<file path="src/rtl/peak_meter_pkg.sv">
// peak_meter_pkg: state encoding and counter sizing shared by the peak meter.
package peak_meter_pkg;
  typedef enum logic [1:0] {IDLE, HOLD, DECAY} peak_state_t;
  function automatic int cnt_w(input int n);
    return (n <= 2) ? 1 : $clog2(n);
  endfunction
endpackage

</file>
<file path="src/rtl/peak_meter_abs_sat.sv">
// abs_sat: signed W-bit sample to unsigned W-1-bit magnitude, most negative value saturates.
module abs_sat #(
  parameter int W = 16
) (
  input  logic [W-1:0] a_i,
  output logic [W-2:0] mag_o
);
  logic [W-1:0] neg;
  assign neg = -a_i;
  assign mag_o = !a_i[W-1] ? a_i[W-2:0] : neg[W-1] ? '1 : neg[W-2:0];
endmodule

</file>
<file path="src/rtl/peak_meter.sv">
// peak_meter: peak-hold level meter with geometric decay.
// Optional full-scale clip detector enabled by defining PEAK_METER_CLIP_EN.
module peak_meter
  import peak_meter_pkg::*;
#(
  parameter int W            = 16,
  parameter int HOLD_SAMPLES = 4800,
  parameter int DECAY_SHIFT  = 6
) (
  input  logic         clk,
  input  logic         rst,
  input  logic         sample_valid,
  input  logic [W-1:0] sample_in,
  output logic [W-2:0] level_out,
  output logic         level_valid,
  output logic         clip
);
  localparam int LW = W - 1;
  localparam int CW = cnt_w(HOLD_SAMPLES);
  localparam logic [CW-1:0] RELOAD = CW'(HOLD_SAMPLES - 1);
  peak_state_t state_q, state_d;
  logic [LW-1:0] level_q, level_d, mag, shifted, step, decayed;
  logic [CW-1:0] hold_cnt_q, hold_cnt_d;
  logic valid_q;
  abs_sat #(.W(W)) u_abs (.a_i(sample_in), .mag_o(mag));
  assign shifted = level_q >> DECAY_SHIFT;
  assign step = (shifted == '0) ? LW'(1) : shifted;
  assign decayed = level_q - step;
  // A zero sample at level 0 is not a peak, so silence keeps the meter in IDLE.
  always_comb begin
    state_d = state_q;
    level_d = level_q;
    hold_cnt_d = hold_cnt_q;
    if (sample_valid) begin
      if (mag >= level_q && mag != '0) begin
        level_d = mag;
        hold_cnt_d = RELOAD;
        state_d = HOLD;
      end else if (state_q == HOLD && hold_cnt_q != '0) begin
        hold_cnt_d = hold_cnt_q - CW'(1);
      end else if (state_q != IDLE) begin
        level_d = decayed;
        state_d = (decayed == '0) ? IDLE : DECAY;
      end
    end
  end
  always_ff @(posedge clk or posedge rst) begin
    if (rst) begin
      state_q <= IDLE;
      level_q <= '0;
      hold_cnt_q <= '0;
      valid_q <= 1'b0;
    end else begin
      state_q <= state_d;
      level_q <= level_d;
      hold_cnt_q <= hold_cnt_d;
      valid_q <= sample_valid;
    end
  end
  assign level_out = level_q;
  assign level_valid = valid_q;
`ifdef PEAK_METER_CLIP_EN
  logic [CW-1:0] clip_cnt_q, clip_cnt_d;
  logic clip_q, clip_d, full;
  assign full = (sample_in == {1'b0, {LW{1'b1}}}) || (sample_in == {1'b1, {LW{1'b0}}});
  always_comb begin
    clip_d = clip_q;
    clip_cnt_d = clip_cnt_q;
    if (sample_valid) begin
      clip_d = full || clip_cnt_q != '0;
      clip_cnt_d = full ? RELOAD : (clip_cnt_q != '0) ? clip_cnt_q - CW'(1) : clip_cnt_q;
    end
  end
  always_ff @(posedge clk or posedge rst) begin
    if (rst) begin
      clip_q <= 1'b0;
      clip_cnt_q <= '0;
    end else begin
      clip_q <= clip_d;
      clip_cnt_q <= clip_cnt_d;
    end
  end
  assign clip = clip_q;
`else
  assign clip = 1'b0;
`endif
endmodule
</file>
<file path="config.mk">
export PLATFORM = sky130hd
export DESIGN_NAME = peak_meter
export DESIGN_NICKNAME = d
export VERILOG_FILES = /design/src/rtl/peak_meter_pkg.sv /design/src/rtl/peak_meter_abs_sat.sv /design/src/rtl/peak_meter.sv
export SDC_FILE = /design/constraint.sdc
export NUM_CORES = 1
export LEC_CHECK = 0
export CAP_MARGIN = 20
export CORE_MARGIN = 4
export CORE_UTILIZATION = 52
export CTS_CLUSTER_SIZE = 40
export DETAILED_ROUTE_END_ITERATION = 6
export PLACE_DENSITY_LB_ADDON = 0.25
export SYNTH_ARGS = -nofsm -noshare
export SYNTH_HDL_FRONTEND = slang
export SYNTH_HIERARCHICAL = 1
export SYNTH_SLANG_ARGS = --single-unit
</file>
<file path="constraint.sdc">
create_clock -name clk -period 3.1 [get_ports clk]
set_clock_uncertainty 0.2 [all_clocks]
set_input_delay 0.775 -clock clk [delete_from_list [all_inputs] [get_ports clk]]
set_output_delay 0.775 -clock clk [all_outputs]
set_load 0.01 [all_outputs]
</file>
Yosys cells after proc, flatten, opt, wreduce, memory -nomap -nowiden
Index checks and enable logic that the tools add are counted.
{ "word_totals": {"register_bits": 31, "wordCells": 33, "output_inout_bits": 17, "inputBits": 19} }
{ "op_classes": {"n_eq_ne": 2, "order_cmp": 1, "n_reduce_logical": 11, "add_sub_neg": 3, "muxes": 12} }
{ "ops": {"columns": ["cell", "n"], "rows": [
  ["15-bit two-way mux", 5],
  ["15-bit logical NOT", 2],
  ["13-bit two-way mux", 2],
  ["16-bit negation", 1],
  ["15-bit greater-or-equal comparator", 1],
  ["15-bit nonzero test", 1],
  ["15-bit by 9-bit subtractor with 15-bit output", 1],
  ["13-bit nonzero test", 1],
  ["13-bit by 1-bit subtractor with 13-bit output (second input constant)", 1],
  ["9-bit two-way mux", 1],
  ["2-bit two-way mux", 4],
  ["2-bit nonzero test", 3],
  ["3-bit AND reduction", 1],
  ["2-bit by 1-bit == test with 1-bit output (second input constant)", 1],
  ["1-bit logical AND", 2],
  ["2-bit inequality test (second input constant)", 1],
  ["2-bit AND reduction", 1]
]} }

Depth between registers and ports, before layout
Gate-level depths: netlist of run 1.
{ "logic_depth": {"word_depth": 8, "depth_mapped": 14, "depth_no_buf": 13} }

Hierarchy
The synthesis of run 1 kept the hierarchy.
{ "modules_own_cells": {"columns": ["mod", "seq_area_each_um2", "n_inst", "cells_per_inst", "area_per_inst_um2"], "rows": [
  ["peak_meter", 775.7, 1, 328, 2790.2],
  ["abs_sat", 0.0, 1, 63, 402.9]
]} }

Worst setup path after synthesis of run 1
Ideal clock, no wire load.
{ "synth_path": {"kind": "input to register", "start": "input sample_in[4]", "end": "register level_q[8], in the netlist level_out[8]", "arrival_time_ns": 3.653, "path_stages": 12, "path_buffers": 1, "setup_time_ns": 0.123, "path_slack_ns": -0.876, "required_ns": 2.777, "path_cell_list": "or3_4 > or4_4 > o31a_1 > nor3_2 > a21oi_1 > ha_1 > and4_1 > a221oi_1 > o21a_1 > buf_2 > o221ai_1 > o221a_2"} }
{ "synth_via": {"elab_chain_len": 7, "word_cells_on_any_way": 10, "classes_between": "1 x add/sub; 1 x order compare; 1 x eq/ne; 3 x mux; 4 x reduce/logical"} }
{ "synth_lines": {"columns": ["element", "line", "rtl"], "rows": [
  ["start: declaration", "peak_meter.sv:13", "input logic [W-1:0] sample_in,"],
  ["16-bit negation *", "peak_meter_abs_sat.sv:9", "assign neg = -a_i;"],
  ["15-bit two-way mux * (2 in series)", "peak_meter_abs_sat.sv:10", "assign mag_o = !a_i[W-1] ? a_i[W-2:0] : neg[W-1] ? '1 : neg[W-2:0];"],
  ["net mag[13]", "peak_meter.sv:22", "logic [LW-1:0] level_q, level_d, mag, shifted, step, decayed;"],
  ["15-bit greater-or-equal comparator or 15-bit nonzero test (tied branches)", "peak_meter.sv:35", "if (mag >= level_q && mag != '0) begin"],
  ["1-bit logical AND *", "peak_meter.sv:35", null],
  ["2-bit inequality test (no line) or 2-bit nonzero test (tied branches)", null, null],
  ["3-bit AND reduction (no line)", null, null],
  ["end signal: assignment", "peak_meter.sv:55", "level_q <= level_d;"],
  ["end: declaration", "peak_meter.sv:22", null]
]} }
Mark *: on every way through the listed nets, which the timed path passes. The rest lies on a longest branch.
A chain may end at the register's enable or synchronous reset.

Worst setup path after layout of run 1
{ "layout_path": {"start": "input sample_in[3]", "end": "register level_q[4], in the netlist level_out[4]"} }
Same word-level chain as after synthesis.

==> run summary, run 1 <==
In the post-synthesis netlist, the cell with the most instances is sky130_fd_sc_hd__inv_1. The final-report max-slew violation count is 0. In this run the count of I/O pins placed on the die edge is 36. The die is about 86 µm tall.

The number of nets with antenna violations after routing is 0. Multiplexer cells account for less than 1% of the synthesized area. The congestion estimate from routability-driven global placement came to roughly 0.90. IR analysis of the VDD net gives a maximum drop of about 0.00085 V. Counting tap cells, the placed design contains a total of 550 instances. The worst endpoint required time came out at slightly above 3 ns.

Setup repair after global routing could not meet its margin everywhere. Along the worst hold path, the cell count comes to 2. The area of the die came out at 0.00746 mm².

The final critical-path setup slack came out at -0.919 ns. The count of H-tree levels built during CTS is 2. The total placed instance area is 0.00409 mm². The area of the multi-input gates is roughly 0.0025 mm². The horizontal die dimension came out at roughly 86 µm. Among all flip-flop cells after synthesis, the most frequent one is sky130_fd_sc_hd__dfrtp_1. The final non-filler cell total is 571. The startpoint type of the worst setup path is a primary input.

In this run, the number of DRC markers left after iteration 0 of detailed routing was around 430. The net count of the mapped netlist came out at 437. The number of distinct library cells after synthesis came out at between 70 and 80. After synthesis, the largest family of logic cells by area is compound AO/OA/AOI/OAI gates.

The checks that failed: setup timing. The maximum fanout along the worst path came out at 5. The number of antenna violations at the first check in global routing is 0. The first-pass GRT wire length came out at approximately 18000 µm. Of all cell types, the one taking the most synthesized area is sky130_fd_sc_hd__dfrtp_1. The placed wire-length estimate after detailed placement came out at roughly 7300 µm. The fraction of final layout cells with drive strength greater than 1 is between 30% and 40%. The number of buffers between clock root and the deepest sink came out at 2. Row generation in the floorplan step produced 28 rows. The detailed router placed 3695 vias in this run.

The pin slew with the least headroom to its limit came out at between 0.6 and 0.7 ns. The path with the worst hold slack has its endpoint at hold_cnt_q[5]. The root cell of the clock tree is sky130_fd_sc_hd__clkbuf_8.

The worst setup path is captured at a register. The number of CTS-inserted buffers came out at 5. By area the synthesized netlist is led by sky130_fd_sc_hd__dfrtp_1, sky130_fd_sc_hd__ha_1, sky130_fd_sc_hd__inv_1. Setup violations remaining at the end of the flow were counted as 30. The clock latency of the later-clocked register in the worst-skew pair came out at roughly 0.29 ns. The summed instance area of the synthesized netlist came out at around 0.0032 mm². The overall power after layout came out at 0.00422 W. After clock tree synthesis, the clock-pin slew on the worst setup and hold paths is roughly 0.060 ns. The maximum operating frequency came out at ~250 MHz. The maximum number of pins on one net before global-route repair came out at 32.

The quantity of I/O buffers inserted on ports is 34. After detailed routing, the average wire length per cell comes to approximately 19 µm. The core region is approximately 0.0060 mm².

The synthesized-area fraction occupied by ao, oa, aoi and oai cells is 26.6%. The share of synthesized area occupied by flip-flops and latches came out at between 20% and 30%. TritonCTS built the clock tree.

The number of diodes is 0. The final layout net count came out at 542. The layout overhead on the synthesized area came out at 45.0%. The post-route DRC violation count came out at 0. In the synthesized netlist, the number of instances is between 300 and 400. For this run the aggregate overflow at the end of global routing stands at 0. The max-cap check violation count came out at 0. The initial utilization of the core area, before any placement, comes to 53.6%.

The part of the cycle the worst path needs is 130%. The average vias per placed instance came out at around 6.5. The startpoint identified for the worst hold timing path is hold_cnt_q[5]. In this run the static leakage power is roughly 2 nW. The critical path is of the in2reg type. For this run, the detailed router's first-pass iteration total came to 5. The time the worst path needs with I/O delays and setup is 4.02 ns.

The sequential cell area came out at a little under 800 µm². The run finished, with violations left. The number of global-route vias before repair came to ~3600. Wires add up to approximately 11000 µm. Fill cells in the final layout number around 380. The clock net in this run drives a total of 31 sinks. The worst endpoint data arrival time came out at between 3 and 4 ns. Measured in cells, the most critical reg-to-reg path has a length of 11. The sum of negative setup slack came out at -24.37 ns. The path class of the tightest hold or removal check is reg2reg. The top cell type by area accounts for around a quarter of the synthesized area. The synthesized flop and latch total came out at 31. The power per cell area came out at just over 900 mW/mm². The average instance in the mapped netlist occupies 8.17 µm².

The global routing usage summed across all routing layers came out at 30.0%. After Yosys synthesis, and, or, nand and nor cells account for 24.8% of the synthesized area. Counting flops with a built-in enable in the synthesized netlist gives 0. The relative slew slack came out at a little over half. The reg-to-reg setup timing slack is -0.34 ns. The finished cells cover between 0.004 and 0.005 mm². The count of yosys warnings during synthesis is 6. By count the netlist is led by sky130_fd_sc_hd__inv_1, sky130_fd_sc_hd__nand2_1, sky130_fd_sc_hd__dfrtp_1. The post-synthesis async set-or-reset flop share is 100%. After Yosys synthesis, full adders, half adders and majority gates account for approximately 11% of the synthesized area. The critical register-to-register path startpoint is level_out[12]. The hold violation count in the final report came out at 0. The fraction of synthesized cell area in xor and xnor cells is under 10%. The worst flop-to-flop path endpoint is state_q[1].
==> where the power goes <==
part / total (W) / switching [W] / internal (W)
Sequential: 0.000636 / 0.000118 / 0.000518
Clock: 0.000318 / 0.000145 / 0.000174
Combinational: 0.00327 / 0.00182 / 0.00145
==> layout by cell type, fill, tap and decap left out, types with 10 or more instances in the layout <==
| cell type | Yosys | layout |
|---|---|---|
| sky130_fd_sc_hd__a21oi_1 | 17 | 14 |
| sky130_fd_sc_hd__ha_1 | 26 | 24 |
| sky130_fd_sc_hd__buf_4 | 2 | 76 |
| sky130_fd_sc_hd__clkdlybuf4s50_1 | 0 | 25 |
| sky130_fd_sc_hd__o21ai_0 | 16 | 11 |
| sky130_fd_sc_hd__nand3_1 | 13 | 12 |
| sky130_fd_sc_hd__o211ai_1 | 16 | 16 |
| sky130_fd_sc_hd__nor2_1 | 28 | 25 |
| sky130_fd_sc_hd__xnor2_1 | 10 | 10 |
| sky130_fd_sc_hd__dfrtp_1 | 31 | 31 |
| sky130_fd_sc_hd__nand2_1 | 32 | 22 |
| sky130_fd_sc_hd__inv_1 | 36 | 36 |
==> cell type report <==
cell class / count / area share [%]
Clock buffer: 6 / 1.78
Tap cell: 75 / 2.03
Multi-Input combinational cell: 304 / 54.8
Sequential cell: 31 / 16.8
Timing Repair Buffer: 118 / 21.6
Clock inverter: 1 / 0.108
Inverter: 36 / 2.92
==> metrics by stage <==
stage	utilization [%]	setup slack [ns]	hold WS [ns]
floorplan	-	-0.728	0.274
global placement	68.6	-1.28	0.306
detailed placement	68.6	-1.44	0.318
CTS	76.2	-0.774	0.348
global route	77.7	-1.03	0.387
finish	77.7	-0.919	0.361
==> how the worst max path moves through the flow <==
stage	start	endpoint	slack, ns
finish	sample_in[3]	level_out[4]	-0.92
detailed placement	sample_in[4]	level_out[10]	-1.44
global route	sample_in[3]	level_out[4]	-1.03
floorplan	sample_in[4]	level_out[6]	-0.73
global placement	sample_in[4]	level_out[9]	-1.28
CTS	sample_in[2]	level_out[14]	-0.77
==> kinds of logic (layout without fill, tap and decap cells) <==
kind of cell	Yosys count	in the layout
AOI/OAI and AO/OA	115	115
adders and majority gates	28	28
other	1	1
DFF	31	31
muxes	2	2
and+or+nand+nor	139	139
xor gates and xnor gates	19	19
buffers and inverters	56	161
==> critical path: stages <==
cell,delay [ns]
sky130_fd_sc_hd__buf_6,0.09
sky130_fd_sc_hd__or3_4,0.39
sky130_fd_sc_hd__buf_6,0.13
sky130_fd_sc_hd__buf_6,0.11
sky130_fd_sc_hd__nor3b_4,0.25
sky130_fd_sc_hd__nand2_2,0.13
sky130_fd_sc_hd__o31ai_4,0.27
sky130_fd_sc_hd__mux2i_2,0.30
sky130_fd_sc_hd__ha_1,0.31
sky130_fd_sc_hd__nand3_1,0.11
sky130_fd_sc_hd__nand2_1,0.10
sky130_fd_sc_hd__a221oi_4,0.30
sky130_fd_sc_hd__o21a_4,0.22
sky130_fd_sc_hd__buf_6,0.12
sky130_fd_sc_hd__buf_6,0.10
sky130_fd_sc_hd__o211ai_1,0.11
sky130_fd_sc_hd__o221a_2,0.17
==> sequential cells by signal, summed over array words and instances, names as in the netlist <==
signal,flops
level_out,15
state_q,2
hold_cnt_q,13
level_valid,1
==> what timing repair did <==
item	in CTS	in global routing
buffers inserted	11	3
resized for setup	82	18
gates cloned	1	0
hold buffers	0	0
setup endpoints to repair	30	30
pin swaps	44	17
==> layer usage <==
layer	vias to the layer above	global-route usage (%)	part of all wire, %	wire (µm)
met3	53	3.90	6.7	736
met4	0	14.2	4.3	471
li1	1681	-	-	-
met1	1743	38.8	41	4510
met5	-	0	0	0
met2	218	49.4	48	5310
(Power assumes the default switching activity.)
==> run 2: changes to the inputs <==
--- a/config.mk
+++ b/config.mk
@@ -6,7 +6,6 @@
 export NUM_CORES = 1
 export LEC_CHECK = 0
 export CAP_MARGIN = 20
-export CORE_MARGIN = 4
 export CORE_UTILIZATION = 52
 export CTS_CLUSTER_SIZE = 40
 export DETAILED_ROUTE_END_ITERATION = 6
==> run 2 against run 1 <==
Effect of this change:
- the flow still finishes with violations (setup timing)
- global-route usage rose by 3.7 points
- flip-flop and latch count stayed put
- non-clock buffer count up 10
- register-to-register slack better by 0.03 ns
- die area decreased by 13%
- clock power grew 36%
- sequential power grew 0.6%
- combinational power is 1% higher
- maximum frequency fell by 0.38%
- wire length increased by 11%
- setup slack lost 0.015 ns
- utilization grew 2.0 points
==> run summary, run 2 (synthesized netlist as in run 1, its figures left out) <==
The max-cap check violation count is 0 (unchanged). The clock latency of the later-clocked register in the worst-skew pair is 0.29 ns (about the same). The core utilization of the finished layout is 79.7% (+2.0 points). The power per cell area is 928 mW/mm² (+1.8%). The routed length per placed instance came out at 21.1 µm (+9.3%). The worst hold path depth came out at 2 (unchanged). The DRC violation total after the first TritonRoute iteration is 466 (+7.9%). The clock group share of total power is 9.9% (+2.4 points). The total placed instance area is 0.00412 mm² (+0.92%). For hold timing, the worst endpoint is hold_cnt_q[6]. The number of endpoints failing setup at the final stage is 30 (unchanged). The net switching fraction of the power is 48.4% (-0.98 points). Setup repair after global routing could not meet its margin everywhere. The floorplan row count was 28 (unchanged). The register share of total power is 14.6% (-0.5 points). The number of antenna violations at the first check in global routing is 0 (unchanged).

The number of sinks driven by the clock tree came to 31 (unchanged). The horizontal die dimension came to 80.4 µm (-6.9%). The maximum operating frequency is 248 MHz (-0.38%). The final weighted congestion of routability-driven global placement was 0.904 (+0.47%). The fraction of final layout cells with drive strength greater than 1 is 36.5% (+2.2 points).

The count of hold buffers inserted by post-cts repair is 0 (unchanged). The critical register-to-register path startpoint is level_out[12]. The final reports fail on setup timing. The hold violation count in the final report came out at 0 (unchanged). The placed wire-length estimate after detailed placement is 7260 µm (-0.99%). The path class of the tightest hold or removal check is reg2reg. The time the worst path needs with I/O delays and setup came to 4.03 ns (+0.0152 ns). The library cells used most frequently in the layout, excluding fill and tap cells, are sky130_fd_sc_hd__buf_4, sky130_fd_sc_hd__inv_1, sky130_fd_sc_hd__dfrtp_1.

The worst endpoint data arrival time is 3.98 ns (about the same). The global routing usage summed across all routing layers was 33.7% (+3.7 points). The cell area after layout is 0.00472 mm² (+2.0%). The worst register-to-register path ends at state_q[1]. The count of H-tree levels built during CTS came out at 2 (unchanged). The number of diodes came out at 0 (unchanged). The total number of vias was 3990 (+8.0%). The first-pass GRT wire length was 16800 µm (-5.8%). The register clock-pin slew on the reported worst setup and hold paths is 0.08 ns (+0.02 ns). The number of CTS-inserted buffers is 5 (unchanged). The final non-filler cell total came out at 582 (+1.9%). The depth of the worst register-to-register path is 11 (unchanged).

The switching power of the nets was 0.00212 W (+1.7%). The root cell of the clock tree is sky130_fd_sc_hd__clkbuf_8. The first-pass iteration count of the detailed router came out at 6 (+1). The average vias per placed instance is 6.86 (+5.9%). The pre-CTS setup slack is -1.44 ns (+0.00440 ns). The initial core utilization came out at 53.9% (+0.32 points). The final-report max-slew violation count is 0 (unchanged).

The worst setup path is captured at a register. The number of ports placed on the die boundary came to 36 (unchanged). The post-route DRC violation count came to 0 (unchanged). The leakage power came out at 2.07 nW (+6.4%).

The y dimension of the die is 80.4 µm (-6.9%). The worst endpoint required time is 3.05 ns (-0.02 ns). The final wirelength came to 12300 µm (+11%). The number of global-route vias before repair came out at 3633 (+0.69%). The worst hold slack across all endpoints came out at 0.395 ns (+0.0340 ns). The critical path is of the in2reg type.

The placeable core region came out at 0.00592 mm² (-0.59%). The maximum ir drop on the vdd rail came out at 0.000769 V (-9.3%). The part of the cycle the worst path needs came to 130% (+0.49 points). The area of the die came out at 0.00646 mm² (-13%). The portion of total power attributed to combinational logic came to 75.5% (-1.9 points). The run finished, with violations left. The maximum number of pins on one net before global-route repair came to 32 (unchanged). The reg-to-reg setup timing slack is -0.31 ns (+0.03 ns). The cell-internal power is 0.00226 W (+5.8%).

The quantity of I/O buffers inserted on ports was 34 (unchanged). The final layout net count came out at 552 (+1.8%). The layout overhead on the synthesized area is 47.8%. The relative slew slack is 48.7% (-4.6 points). Leaving out fill and tap cells, the most frequent cell in the layout is sky130_fd_sc_hd__buf_4.

The global route total overflow is 0 (unchanged). The worst setup path is launched from a primary input. The startpoint of the worst hold path is hold_cnt_q[6]. The number of buffers between clock root and the deepest sink was 2 (unchanged). The number of cells after detailed placement came out at 555 (+0.91%). The final critical-path setup slack came out at -0.934 ns (-0.0152 ns).

The maximum fanout along the worst path came out at 8 (+3). The number of flip-flops under the largest register name came out at 15 (unchanged). The number of nets with antenna violations after routing was 0 (unchanged). The CTS tree is built. The pin slew with the least headroom to its limit is 0.761 ns (+0.0683 ns).
==> run 2: cell types whose count changed in the layout (fill, tap and decap cells not counted), moves of 3 or more <==
cell / before / now
sky130_fd_sc_hd__buf_4: 76 / 82
sky130_fd_sc_hd__buf_6: 9 / 13
sky130_fd_sc_hd__clkdlybuf4s50_1: 25 / 22
sky130_fd_sc_hd__dlygate4sd2_1: 6 / 3
sky130_fd_sc_hd__dlymetal6s2s_1: 0 / 6
sky130_fd_sc_hd__nor2_1: 25 / 22
sky130_fd_sc_hd__nor2_2: 2 / 7
==> run 2: power groups by stage <==
stage	combinational [W]	sequential, W	clock, W
final	0.00331	0.000640	0.000434
after global routing	0.00353	0.000649	0.000443
after CTS	0.00296	0.000626	0.000423
after detailed placement	0.00280	0.000630	0
after global placement	0.00274	0.000627	0
after floorplan	0.00171	0.000677	0
==> run 2: worst max path at each step <==
stage                        from            to  slack (ns)
finish              sample_in[13]  level_out[9]       -0.93
global route        sample_in[13]  level_out[9]       -1.18
CTS                  sample_in[2]  level_out[6]       -0.85
detailed placement   sample_in[4]  level_out[8]       -1.44
global placement     sample_in[4]  level_out[8]       -1.34
floorplan            sample_in[4]  level_out[6]       -0.73
==> run 2: what timing repair did <==
action,in CTS,in global routing
gates resized for setup,47,53
pin swaps,14,34
buffers inserted,13,11
setup endpoints to repair,30,30
==> run 2: metrics by stage <==
step | power, W | setup TNS (ns)
global route | 0.00462 | -28.69
detailed placement | 0.00343 | -39.23
floorplan | 0.00238 | -18.43
global placement | 0.00337 | -36.88
finish | 0.00438 | -24.66
CTS | 0.00401 | -21.46
==> run 2: metal layers <==
metal	wire [µm]	GRT usage [%]	up-vias
met5	0	0	-
met4	826	17.7	0
li1	-	-	1705
met1	4600	40.2	1881
met2	5900	57.9	298
met3	961	5.00	106
==> run 2: layout make-up <==
cell class | instances | area [µm²]
multi-input cells | 304 | 2490
fillers | 346 | 1200
repair buffers | 128 | 1110
flip-flops and latches | 31 | 776
inverters | 36 | 135
well taps | 75 | 93.8
clock buffers | 6 | 82.6
clock inverters | 2 | 35.0
==> run 2: critical path, cell delays in order <==
cell and delay [ns]:
sky130_fd_sc_hd__clkdlybuf4s50_1 0.44, sky130_fd_sc_hd__nor4_1 0.33, sky130_fd_sc_hd__buf_4 0.18, sky130_fd_sc_hd__and4_4 0.25
sky130_fd_sc_hd__a211oi_2 0.05, sky130_fd_sc_hd__a31oi_2 0.20, sky130_fd_sc_hd__ha_1 0.33, sky130_fd_sc_hd__a21oi_2 0.23
sky130_fd_sc_hd__o21ai_2 0.08, sky130_fd_sc_hd__a221oi_2 0.34, sky130_fd_sc_hd__o21a_2 0.31, sky130_fd_sc_hd__buf_6 0.16
sky130_fd_sc_hd__a2bb2oi_1 0.21, sky130_fd_sc_hd__a21oi_1 0.10
